[src/rtl/pipeline_stall_controller.sv]
// pipeline_stall_controller: stall/flush/hold control for a 5-stage pipeline.
// Handles load-use stalls, taken-branch flushes and multi-cycle multiply holds,
// with a sticky watchdog for long load-use stall runs.
// Optional build macro STALL_STATS_EN enables the StallCycles/FlushCount
// statistics counters; without it both ports read constant 0.
module pipeline_stall_controller #(
  parameter int unsigned MUL_CYCLES = 4,
  parameter int unsigned MAX_STALL  = 8
) (
  input  logic        Clk,
  input  logic        Reset,
  input  logic        HazardReq,
  input  logic        BranchTaken,
  input  logic        MulStart,
  output logic        PCWrite,
  output logic        IF_ID_Write,
  output logic        IF_ID_Flush,
  output logic        ID_EX_Bubble,
  output logic        EX_Hold,
  output logic        StallErr,
  output logic [15:0] StallCycles,
  output logic [15:0] FlushCount
);

  localparam int unsigned CntW  = 4;
  localparam int unsigned StatW = 16;

  typedef enum logic {
    RUN      = 1'b0,
    MUL_WAIT = 1'b1
  } stateT;

  stateT           state;
  stateT           nextState;
  logic [CntW-1:0] mulCnt;
  logic [CntW-1:0] mulCntNext;
  logic [CntW-1:0] stallRun;
  logic            hazardStall;

  // Next-state and combinational stall outputs; Reset forces RUN defaults
  always_comb begin
    nextState    = state;
    mulCntNext   = mulCnt;
    PCWrite      = 1'b1;
    IF_ID_Write  = 1'b1;
    IF_ID_Flush  = 1'b0;
    ID_EX_Bubble = 1'b0;
    EX_Hold      = 1'b0;
    hazardStall  = 1'b0;
    if (!Reset) begin
      case (state)
        RUN: begin
          if (MulStart) begin
            PCWrite     = 1'b0;
            IF_ID_Write = 1'b0;
            EX_Hold     = 1'b1;
            mulCntNext  = CntW'(MUL_CYCLES - 1);
            nextState   = MUL_WAIT;
          end else if (HazardReq) begin
            PCWrite      = 1'b0;
            IF_ID_Write  = 1'b0;
            ID_EX_Bubble = 1'b1;
            hazardStall  = 1'b1;
          end else if (BranchTaken) begin
            IF_ID_Flush = 1'b1;
          end
        end
        MUL_WAIT: begin
          PCWrite     = 1'b0;
          IF_ID_Write = 1'b0;
          EX_Hold     = 1'b1;
          mulCntNext  = mulCnt - CntW'(1);
          if (mulCnt <= CntW'(1)) begin
            nextState = RUN;
          end
        end
        default: nextState = RUN;
      endcase
    end
  end

  // State register and multiply down-counter
  always_ff @(posedge Clk) begin
    if (Reset) begin
      state  <= RUN;
      mulCnt <= '0;
    end else begin
      state  <= nextState;
      mulCnt <= mulCntNext;
    end
  end

  // Load-use watchdog: consecutive stall run length and sticky error flag
  always_ff @(posedge Clk) begin
    if (Reset) begin
      stallRun <= '0;
      StallErr <= 1'b0;
    end else if (hazardStall) begin
      if (stallRun != '1) begin
        stallRun <= stallRun + CntW'(1);
      end
      if (({1'b0, stallRun} + 5'd1) == 5'(MAX_STALL)) begin
        StallErr <= 1'b1;
      end
    end else begin
      stallRun <= '0;
    end
  end

`ifdef STALL_STATS_EN
  // Saturating statistics: stalled-PC cycles and flush cycles
  always_ff @(posedge Clk) begin
    if (Reset) begin
      StallCycles <= '0;
      FlushCount  <= '0;
    end else begin
      if (!PCWrite && (StallCycles != '1)) begin
        StallCycles <= StallCycles + StatW'(1);
      end
      if (IF_ID_Flush && (FlushCount != '1)) begin
        FlushCount <= FlushCount + StatW'(1);
      end
    end
  end
`else
  // Statistics disabled: ports tied off
  assign StallCycles = StatW'(0);
  assign FlushCount  = StatW'(0);
`endif

endmodule

[config.mk]
export PLATFORM = sky130hd
export DESIGN_NAME = pipeline_stall_controller
export DESIGN_NICKNAME = d
export VERILOG_FILES = /design/src/rtl/pipeline_stall_controller.sv
export SDC_FILE = /design/constraint.sdc
export NUM_CORES = 1
export LEC_CHECK = 0
export BUFFER_PORTS_ARGS = -buffer_cell sky130_fd_sc_hd__buf_2
export CORE_UTILIZATION = 49
export CTS_BUF_LIST = sky130_fd_sc_hd__clkbuf_4
export DETAILED_ROUTE_END_ITERATION = 8
export PLACE_DENSITY_LB_ADDON = 0.3
export SKIP_LAST_GASP = 1
export SLEW_MARGIN = 20
export SYNTH_ARGS = -nofsm -noshare
export SYNTH_HDL_FRONTEND = slang
export SYNTH_SLANG_ARGS = --single-unit
[constraint.sdc]
create_clock -name Clk -period 3.87 [get_ports Clk]
set_clock_uncertainty 0.1 [all_clocks]
set_input_delay 0.774 -clock Clk [delete_from_list [all_inputs] [get_ports Clk]]
set_output_delay 0.774 -clock Clk [all_outputs]
set_load 0.01 [all_outputs]
After elaboration in Yosys (flattened, before gate mapping)
Cells that the tools add are included.
Storage, ports and cells
  input bits: 5
  output and inout port bits: 38
  logic and storage cells: 35
  flip-flop bits (word level): 10
Cells by class
  $add $sub $neg: 3
  muxes and demuxes: 20
  magnitude comparators: 1
  equal/unequal tests: 3
  reductions and logical operators: 2
  bitwise operators: 2
Operator list (number)
  $mux W1: 15
  $pmux W4 S2: 1
  $pmux W1 S2: 3
  $add A4 B1 Y5 const B: 1
  $eq A5 B4 Y1 const B: 1
  $add A4 B1 Y4 const B: 1
  $le A4 B1 Y1 const B: 1
  $mux W4: 1
  $ne A4 B4 Y1 const B: 1
  $sub A4 B1 Y4 const B: 1
  $ne A2 B2 Y1 const B: 1
  $not A1 Y1: 2
  $reduce_and A2 Y1: 1
  $reduce_or A2 Y1: 1

Depth between registers and ports, before layout
Gate-level depths: netlist (run 1).
  depth in word-level cells: 6
  mapped depth: 6
  gate-level depth less buffers: 5

Worst setup path after synthesis (run 1)
No wires, ideal clock.
  kind: in2out
  start point: input MulStart
  end point: output PCWrite
  slack: 1.559 ns
  arrival time: 1.437 ns
  required time: 2.996 ns
  path buffers: 1
  cell stages on the path: 3
  cell sequence: or2_4 > o21bai_1 > buf_4
Between the ends
  longest elaborated chain between the ends: 3
RTL lines
  start, declared: line 14  | input logic MulStart,
  $mux W1
  $pmux W1 S2
  $mux W1
  end, declared: line 15  | output logic PCWrite,
No other way between the ends.

Worst setup path after layout (run 1)
  start point: input MulStart
  end point: output IF_ID_Flush
Between the ends
  longest elaborated chain between the ends: 3
RTL lines
  $mux W1: line 53  | if (MulStart) begin
  $mux W1: line 51  | case (state)
  $mux W1: line 50  | if (!Reset) begin
  end, declared: line 17  | output logic IF_ID_Flush,
No other way between the ends.

==> results.py, run 1 <==
metrics = {
    "clock_network": {
        "clock_sinks": 10,
        "clk_latency_ps": 270,
        "postCtsSetupRepairBufs": 0,
        "cts_max_level": 1,
        "clk_path_buf_depth": 2,
        "clk_pin_slew_ps": 60,
        "cts_buffers": 3,
        "postCtsHoldBufs": 0,
        "root_buffer": "clkbuf_4",
        "cts_resized": 0,
        "cts_tree": "built",
    },
    "cells_and_area": {
        "nets": 113,
        "drive_above_1_share": 0.1961,
        "final_area_um2": 753.2,
        "num-fill-cells": 147,
        "post-route-util": 0.4943,
        "antenna_cells": 0,
        "area_growth_pct": -6.811,
    },
    "hold_path": {
        "min_path_cells": 2,
        "worstHoldStart": "StallErr",
        "hp-class": "flip-flop to flip-flop",
    },
    "worst_setup_path": {
        "cp-start-kind": "input pin",
        "path_buf_inv": 2,
        "crit_type": "input pin to output pin",
        "critical_path.startpoint": "MulStart",
        "cp_num_cells": 4,
        "r2r_cells": 4,
        "required_ps": 3000,
        "cp_top_family": "simple AND/OR/NAND/NOR gates",
        "cp_slowest_stage_delay_ps": 250,
        "path_common_cell": "buf_2",
        "timing.critical_path.to_type": "output pin",
        "cp.arrival_ps": 1560,
        "slowest_stage": "or2_4",
        "reg2reg_from": "stallRun[0]",
        "worstPathMaxFanout": 4,
        "path_cells": "buf_2 -> or2_4 -> nor4b_2 -> buf_2",
    },
    "sta": {
        "rsz0062_at_grt": "no",
        "period_share": 0.6284,
        "hold_viol": 0,
        "final_max_slew_viol_count": 0,
        "finalCriticalPeriod_ps": 2432,
        "setup_viol": 0,
        "fmax_ghz": 0.4112,
        "fin_tns_setup_ps": 0,
    },
    "job": {
        "maxCapViolations": 0,
    },
    "floorplanning": {
        "die_w_um": 42.62,
        "rows": 14,
        "start_util": 0.5304,
        "die_h_um": 42.62,
        "die-area_um2": 1816,
        "core_area_um2": 1524,
        "io_pins": 43,
    },
    "global_routing": {
        "grt_antenna_before_repair": 0,
        "grt_pass1_vias": 404,
        "grt_pass1_wl_mm": 1.669,
        "grt_usage": 0.1299,
        "grt_overflow": 0,
        "grt_max_degree": 11,
    },
    "synth": {
        "async_flop_share": 0,
        "avgSynthCellArea_um2": 8.691,
        "synth_ff_type": "dfxtp_1",
        "syn_inst": 93,
        "ys_warn_count": 0,
        "synth_area_leaders": "buf_4 31%, dfxtp_1 25%, ha_1 6.2%, a311oi_2 3.7%, nor2_1 3.3%",
        "netlist-cell-type-count": 29,
        "synth_edf_count": 0,
        "synth_top_area_share": 0.3065,
        "ys_ff_latch": 10,
        "syn_area_um2": 808.3,
        "synth_top_area_cell": "buf_4",
        "yosysSeqAreaShare": 0.2477,
    },
    "outcome": {
        "status": "completed",
    },
    "route": {
        "initialDrtViolationCount": 2,
        "viasPerCell": 4.534,
        "drc_errors": 0,
        "met2_length_um": 452,
        "wl_per_cell_um": 8.669,
        "dr_wl_met3_um": 89,
        "m1WireLength_um": 435,
        "drt_first_pass_iters": 2,
        "highest_layer": "met4",
        "wl_mm": 1.023,
        "ant_nets": 0,
        "num_vias": 535,
    },
    "power_and_ir_drop": {
        "irDropWorstVdd_v": 0.0001546,
        "powerDensity_nw_per_um2": 314.7,
        "swShare": 0.3183,
        "pwr-share-clk": 0.303,
        "p_switching_mw": 0.07547,
        "share_comb_of_total_power": 0.204,
        "total_power_mw": 0.2371,
        "seqPwrFrac": 0.492,
        "p_leak_nw": 0.3843,
        "intPower_mw": 0.1616,
    },
    "placement": {
        "routabilityCongestion": 0.7433,
        "port_buffers": 10,
        "placed_area_um2": 730.7,
        "place_hpwl_um": 797.6,
    },
}
## power groups by stage
| stage | registers, mW | logic [mW] | clock network (mW) |
|---|---|---|---|
| floorplan | 0.115 | 0.0688 | 0 |
| global placement | 0.119 | 0.0473 | 0 |
| detailed placement | 0.119 | 0.0482 | 0 |
| CTS | 0.116 | 0.0485 | 0.0739 |
| global route | 0.118 | 0.0546 | 0.0783 |
| finish | 0.117 | 0.0485 | 0.0719 |
## kinds of logic (layout without fill, tap and decap cells)
| group | count (synthesis) | after routing | synth area share |
|---|---|---|---|
| AOI/OAI and AO/OA | 12 | 12 | 0.1130 |
| xor gates and xnor gates | 2 | 2 | 0.02168 |
| adders and majority gates | 4 | 4 | 0.06192 |
| buffers and inverters | 40 | 18 | 0.3498 |
| DFF | 10 | 10 | 0.2477 |
| muxes | 1 | 1 | 0.01238 |
| other | 1 | 32 | 0.004640 |
| and+or+nand+nor | 23 | 23 | 0.1889 |
## worst paths after layout
kind	end	slack, ps
worst max register to register	StallErr	2520
worst min-delay path	StallErr	380
worst max-delay path	IF_ID_Flush	1440
worst min register to register	StallErr	380
## sequential cells by signal (all words and copies together), names as in the netlist
register and count:
mulCnt 4, stallRun 4, StallErr 1, state 1
## worst reg2reg max path, delay by kind of cell (launching register included)
family	cells	cell delay, ps
fa+ha+maj	1	270
flops	1	400
compound gates	2	380
buf+inv	1	70
## metal layers
metal	global-route usage	vias up
li1	-	261
met1	0.1432	232
met2	0.1877	37
met3	0.04310	5
met4	0.1313	0
met5	0	-
## cell usage in the layout (no fill, tap or decap)
master,Yosys,layout
nor3_1,3,3
and4b_1,1,1
a21oi_1,3,3
dfxtp_1,10,10
nor2b_1,1,1
a21boi_0,1,1
nand3b_1,1,1
nand3_1,2,2
conb_1,1,32
clkbuf_4,0,3
o21bai_1,1,1
buf_2,1,10
inv_1,5,5
nand3b_4,1,1
a311oi_2,2,2
nor2_4,1,1
a211oi_1,2,2
nor2_1,7,7
o21ai_0,2,2
o22ai_1,1,1
nand2b_1,1,1
or2_4,1,1
xnor2_1,2,2
nand2_1,2,2
and2b_2,1,1
ha_1,4,4
nor4b_2,1,1
mux2i_1,1,1
## Yosys cell counts, drive strengths merged, types with 2 or more instances
cell type  instances
ha                 4
o21ai              2
inv                5
dfxtp             10
nand2              2
nor2               8
xnor2              2
a311oi             2
nor3               3
a21oi              3
buf               35
nand3b             2
a211oi             2
nand3              2
## per-stage QoR
stage / instances / hold slack (ps) / worst slack, ps
after global placement: 115 / 358.5 / 1451
after global routing: 118 / 426.1 / 1389
final: 118 / 378.8 / 1438
after floorplan: 124 / 371.0 / 1559
after CTS: 118 / 391.0 / 1437
after detailed placement: 115 / 381.2 / 1443
## final cells by class
cell class	count	area, µm²	area share
Multi-Input combinational cell	74	441.7	0.5864
Tap cell	16	20.02	0.02658
Clock buffer	3	22.52	0.02990
Sequential cell	10	200.2	0.2658
Timing Repair Buffer	10	50.05	0.06645
Inverter	5	18.77	0.02492
(Power assumes the default switching activity.)
==> run 2, diff against run 1 <==
--- a/config.mk
+++ b/config.mk
@@ -6,7 +6,7 @@
 export NUM_CORES = 1
 export LEC_CHECK = 0
 export BUFFER_PORTS_ARGS = -buffer_cell sky130_fd_sc_hd__buf_2
-export CORE_UTILIZATION = 49
+export CORE_UTILIZATION = 41
 export CTS_BUF_LIST = sky130_fd_sc_hd__clkbuf_4
 export DETAILED_ROUTE_END_ITERATION = 8
 export PLACE_DENSITY_LB_ADDON = 0.3
==> constraint.sdc (replaced) <==
create_clock -name Clk -period 2.2 [get_ports Clk]
set_clock_uncertainty 0.1 [all_clocks]
set_input_delay 0.44 -clock Clk [delete_from_list [all_inputs] [get_ports Clk]]
set_output_delay 0.44 -clock Clk [all_outputs]
set_load 0.01 [all_outputs]
==> results.py, run 2 (same netlist as run 1, synthesis figures left out) <==
metrics = {
    "outcome": {
        "status": "completed",
    },
    "worst_setup_path": {
        "path_cells": "or2_4 -> nor4b_2 -> buf_2",
        "cp.arrival_ps": 1420,
        "crit_type": "flip-flop to output pin",
        "slowest_stage": "dfxtp_1",
        "timing.critical_path.to_type": "output pin",
        "reg2reg_from": "stallRun[0]",
        "r2r_cells": 4,
        "cp_top_family": "simple AND/OR/NAND/NOR gates",
        "r2r-end": "StallErr",
        "worstPathMaxFanout": 10,
        "cp-start-kind": "flip-flop",
        "cp_slowest_stage_delay_ps": 420,
        "regToRegSetupSlack_ps": 800,
        "required_ps": 1660,
        "path_buf_inv": 1,
    },
    "power_and_ir_drop": {
        "p_leak_nw": 0.3859,
        "total_power_mw": 0.4255,
        "pwr-share-clk": 0.316,
        "irDropWorstVdd_v": 0.0003125,
        "p_switching_mw": 0.1391,
        "powerDensity_nw_per_um2": 553.9,
        "swShare": 0.3270,
        "share_comb_of_total_power": 0.202,
        "intPower_mw": 0.2864,
        "seqPwrFrac": 0.481,
    },
    "cells_and_area": {
        "nets": 113,
        "final_common_cell": "conb_1",
        "final_cell_mix": "32 x conb_1, 10 x dfxtp_1, 10 x buf_2",
        "area_growth_pct": -4.954,
        "final_area_um2": 768.2,
        "drive_above_1_share": 0.1942,
        "post-route-util": 0.4309,
        "reg_top3": "mulCnt x4, stallRun x4",
        "antenna_cells": 0,
        "stdcell_count": 128,
    },
    "global_routing": {
        "grt_max_degree": 11,
        "grt_usage": 0.1160,
        "grt_pass1_vias": 398,
        "grt_pass1_wl_mm": 1.662,
        "grt_overflow": 0,
        "grt_antenna_before_repair": 0,
    },
    "floorplanning": {
        "start_util": 0.4533,
        "io_pins": 43,
        "rows": 15,
        "die_w_um": 46.40,
        "die_h_um": 46.40,
        "die-area_um2": 2153,
        "core_area_um2": 1783,
    },
    "sta": {
        "setup_viol": 0,
        "finalCriticalPeriod_ps": 1960,
        "fmax_ghz": 0.5102,
        "final_max_slew_viol_count": 0,
        "hold_slack_ps": 360.8,
        "period_share": 0.8909,
        "fin_tns_setup_ps": 0,
        "layout_setup_ws_ps": 240.1,
        "hold_viol": 0,
        "rsz0062_at_grt": "no",
    },
    "route": {
        "num_vias": 514,
        "viasPerCell": 4.016,
        "wl_mm": 1.125,
        "ant_nets": 0,
        "drc_errors": 0,
        "wl_per_cell_um": 8.789,
        "initialDrtViolationCount": 3,
        "drt_first_pass_iters": 2,
    },
    "clock_network": {
        "root_buffer": "clkbuf_4",
        "postCtsSetupRepairBufs": 0,
        "clk_path_buf_depth": 2,
        "cts_buffers": 3,
        "postCtsHoldBufs": 0,
        "cts_tree": "built",
        "clock_sinks": 10,
        "clk_pin_slew_ps": 70,
        "cts_resized": 0,
        "clk_latency_ps": 270,
        "cts_max_level": 1,
    },
    "placement": {
        "place_hpwl_um": 900.7,
        "dp_cells": 124,
        "placed_area_um2": 742.0,
        "place_ws_ps": 430.5,
        "port_buffers": 10,
        "routabilityCongestion": 0.7669,
    },
    "job": {
        "maxCapViolations": 0,
    },
    "hold_path": {
        "hold_path_end": "mulCnt[3]",
        "hp-class": "input pin to flip-flop",
        "worstHoldStart": "Reset",
        "min_path_cells": 2,
    },
}
==> run 2: cell count changes in the layout (fill, tap and decap cells not counted), sizes merged <==
cell and change:
clkinv +1
==> run 2: worst max path at each step <==
stage                             end  cells past startpoint     start
after detailed placement  IF_ID_Flush                      4  MulStart
final                     IF_ID_Flush                      3     state
after floorplan               PCWrite                      3  MulStart
after global routing      IF_ID_Flush                      3     state
after CTS                 IF_ID_Flush                      3     state
after global placement    IF_ID_Flush                      4  MulStart
==> run 2: metal layers <==
layer  up-vias  routed length, µm  GRT usage
li1        259                  -          -
met1       236                441     0.1116
met2        17                603     0.2028
met3         2                 71    0.05882
met4         0                 10    0.05294
met5         -                  0          0
==> run 2: worst reg2reg max path: stages, from the launching register on <==
cell,delay (ps)
dfxtp_1,420
ha_1,280
inv_1,70
a311oi_2,270
o22ai_1,120
==> run 2: cell type report <==
type | count | area (µm²)
well taps | 25 | 31.28
multi-input cells | 74 | 441.7
fillers | 189 | 1015
repair buffers | 10 | 50.05
flip-flops and latches | 10 | 200.2
inverters | 5 | 18.77
clock inverters | 1 | 3.754
clock buffers | 3 | 22.52
==> run 2: power by group through the flow <==
stage,Combinational [mW],Clock [mW],Sequential (mW)
after global placement,0.0841,0,0.209
after CTS,0.0862,0.143,0.205
after global routing,0.0986,0.155,0.207
final,0.0862,0.135,0.205
after detailed placement,0.0852,0,0.209
after floorplan,0.121,0,0.202
==> run 3, diff against run 2 <==
--- a/config.mk
+++ b/config.mk
@@ -9,6 +9,8 @@
 export CORE_UTILIZATION = 41
 export CTS_BUF_LIST = sky130_fd_sc_hd__clkbuf_4
 export DETAILED_ROUTE_END_ITERATION = 8
+export GPL_TIMING_DRIVEN = 0
+export MAX_ROUTING_LAYER = met4
 export PLACE_DENSITY_LB_ADDON = 0.3
 export SKIP_LAST_GASP = 1
 export SLEW_MARGIN = 20
==> constraint.sdc (replaced) <==
create_clock -name Clk -period 2.2 [get_ports Clk]
set_clock_uncertainty 0.1 [all_clocks]
set_input_delay 0.44 -clock Clk [delete_from_list [all_inputs] [get_ports Clk]]
set_output_delay 0.44 -clock Clk [all_outputs]
set_load 0.05 [all_outputs]
==> results.py, run 3 (same netlist as run 1, synthesis figures left out) <==
metrics = {
    "hold_path": {
        "hp-class": "input pin to flip-flop",
    },
    "cells_and_area": {
        "antenna_cells": 0,
        "nets": 147,
        "final_area_um2": 1031,
        "num-fill-cells": 178,
        "stdcell_count": 162,
        "multi_input_area_um2": 445.4,
        "area_growth_pct": 27.55,
        "seqCellArea_um2": 200.2,
        "final_cell_mix": "33 x buf_4, 32 x conb_1, 10 x dfxtp_1, 10 x buf_2, 7 x nor2_1",
        "drive_above_1_share": 0.4015,
        "final_common_cell": "buf_4",
        "reg_top3": "mulCnt x4, stallRun x4",
    },
    "sta": {
        "fin_tns_setup_ps": 0,
        "finalCriticalPeriod_ps": 2072,
        "fmax_ghz": 0.4826,
        "final_max_slew_viol_count": 0,
        "setup_viol": 0,
        "hold_viol": 0,
        "period_share": 0.9419,
        "rsz0062_at_grt": "no",
    },
    "clock_network": {
        "clk_pin_slew_ps": 70,
        "clk_latency_ps": 260,
        "cts_resized": 0,
        "clock_sinks": 10,
        "cts_buffers": 3,
        "cts_tree": "built",
        "cts_max_level": 1,
        "postCtsSetupRepairBufs": 0,
        "postCtsHoldBufs": 0,
        "clk_path_buf_depth": 2,
        "root_buffer": "clkbuf_4",
    },
    "route": {
        "wl_mm": 1.246,
        "drc_errors": 0,
        "ant_nets": 0,
        "viasPerCell": 3.704,
        "drt_first_pass_iters": 2,
        "wl_per_cell_um": 7.691,
        "dr_wl_met3_um": 77,
        "highest_layer": "met3",
        "initialDrtViolationCount": 3,
        "m1WireLength_um": 478,
        "met2_length_um": 690,
        "num_vias": 600,
    },
    "floorplanning": {
        "rows": 15,
        "die_w_um": 46.40,
        "die-area_um2": 2153,
        "io_pins": 43,
        "die_h_um": 46.40,
        "start_util": 0.4533,
        "core_area_um2": 1783,
    },
    "power_and_ir_drop": {
        "intPower_mw": 0.3308,
        "swShare": 0.4335,
        "p_leak_nw": 0.5731,
        "irDropWorstVdd_v": 0.0004468,
        "p_switching_mw": 0.2532,
        "powerDensity_nw_per_um2": 566.4,
        "seqPwrFrac": 0.342,
        "pwr-share-clk": 0.222,
        "share_comb_of_total_power": 0.435,
    },
    "worst_setup_path": {
        "worstPathMaxFanout": 10,
        "cp-start-kind": "flip-flop",
        "slowest_stage": "dfxtp_1",
        "path_cells": "buf_6 -> or2_4 -> nor4b_2 -> buf_2",
        "timing.critical_path.to_type": "output pin",
        "required_ps": 1660,
        "cp_slowest_stage_delay_ps": 310,
        "crit_type": "flip-flop to output pin",
        "cp.arrival_ps": 1530,
    },
    "global_routing": {
        "grt_usage": 0.1287,
        "grt_pass1_vias": 457,
        "grt_pass1_wl_mm": 1.883,
        "grt_antenna_before_repair": 0,
        "grt_max_degree": 11,
        "grt_overflow": 0,
    },
    "outcome": {
        "status": "completed",
    },
    "placement": {
        "dp_cells": 158,
        "place_hpwl_mm": 1.073,
        "placed_area_um2": 1005,
        "port_buffers": 9,
        "routabilityCongestion": 0.8080,
    },
    "job": {
        "maxCapViolations": 0,
    },
}
[run 3: cell types whose count changed in the layout (fill, tap and decap cells not counted)]
| cell | change |
|---|---|
| buf_4 | +33 |
| buf_6 | +1 |
| o21bai_1 | -1 |
| o21bai_2 | +1 |
[run 3: power by group through the flow]
stage | registers (mW) | clock network, mW | logic (mW)
after floorplan | 0.202 | 0 | 0.235
after global placement | 0.204 | 0 | 0.250
after detailed placement | 0.204 | 0 | 0.252
after CTS | 0.200 | 0.138 | 0.253
after global routing | 0.202 | 0.145 | 0.271
final | 0.200 | 0.130 | 0.254
[run 3: cell type report]
type | instances | share of cell area
multi-input cells | 74 | 0.4320
flip-flops and latches | 10 | 0.1942
clock buffers | 3 | 0.02184
plain buffers | 35 | 0.2561
inverters | 5 | 0.01820
well taps | 25 | 0.03034
repair buffers | 9 | 0.04369
clock inverters | 1 | 0.003641
[run 3: stage by stage]
stage               utilization  setup WS (ps)  hold slack, ps  power [mW]
finish                   0.5782          127.9           359.0      0.5840
global placement         0.5635          301.3           358.8      0.4538
floorplan                     -          10.87           371.0      0.4372
CTS                      0.5782          104.2           353.5      0.5906
detailed placement       0.5635          284.7           359.2      0.4564
global route             0.5782          57.16           376.1      0.6178
[run 3: layer usage]
| layer | vias to the layer above | global-route usage |
|---|---|---|
| met5 | - | - |
| met4 | 0 | 0.03529 |
| met3 | 0 | 0.06275 |
| met2 | 12 | 0.2167 |
| met1 | 257 | 0.1311 |
| li1 | 331 | - |
[run 3: path summary, 6_finish.rpt]
check | startpoint | endpoint | slack, ps | cells after the start
setup / recovery | state | IF_ID_Flush | 130 | 4
hold / removal | Reset | mulCnt[2] | 360 | 2
setup reg to reg | stallRun[0] | StallErr | 840 | 4
hold reg to reg | StallErr | StallErr | 370 | 2
[run 3: worst max-delay path: cells and delay by family (launching register included)]
family	cells	cell delay, ps
buf+inv	2	430
flops	1	310
simple gates	2	520
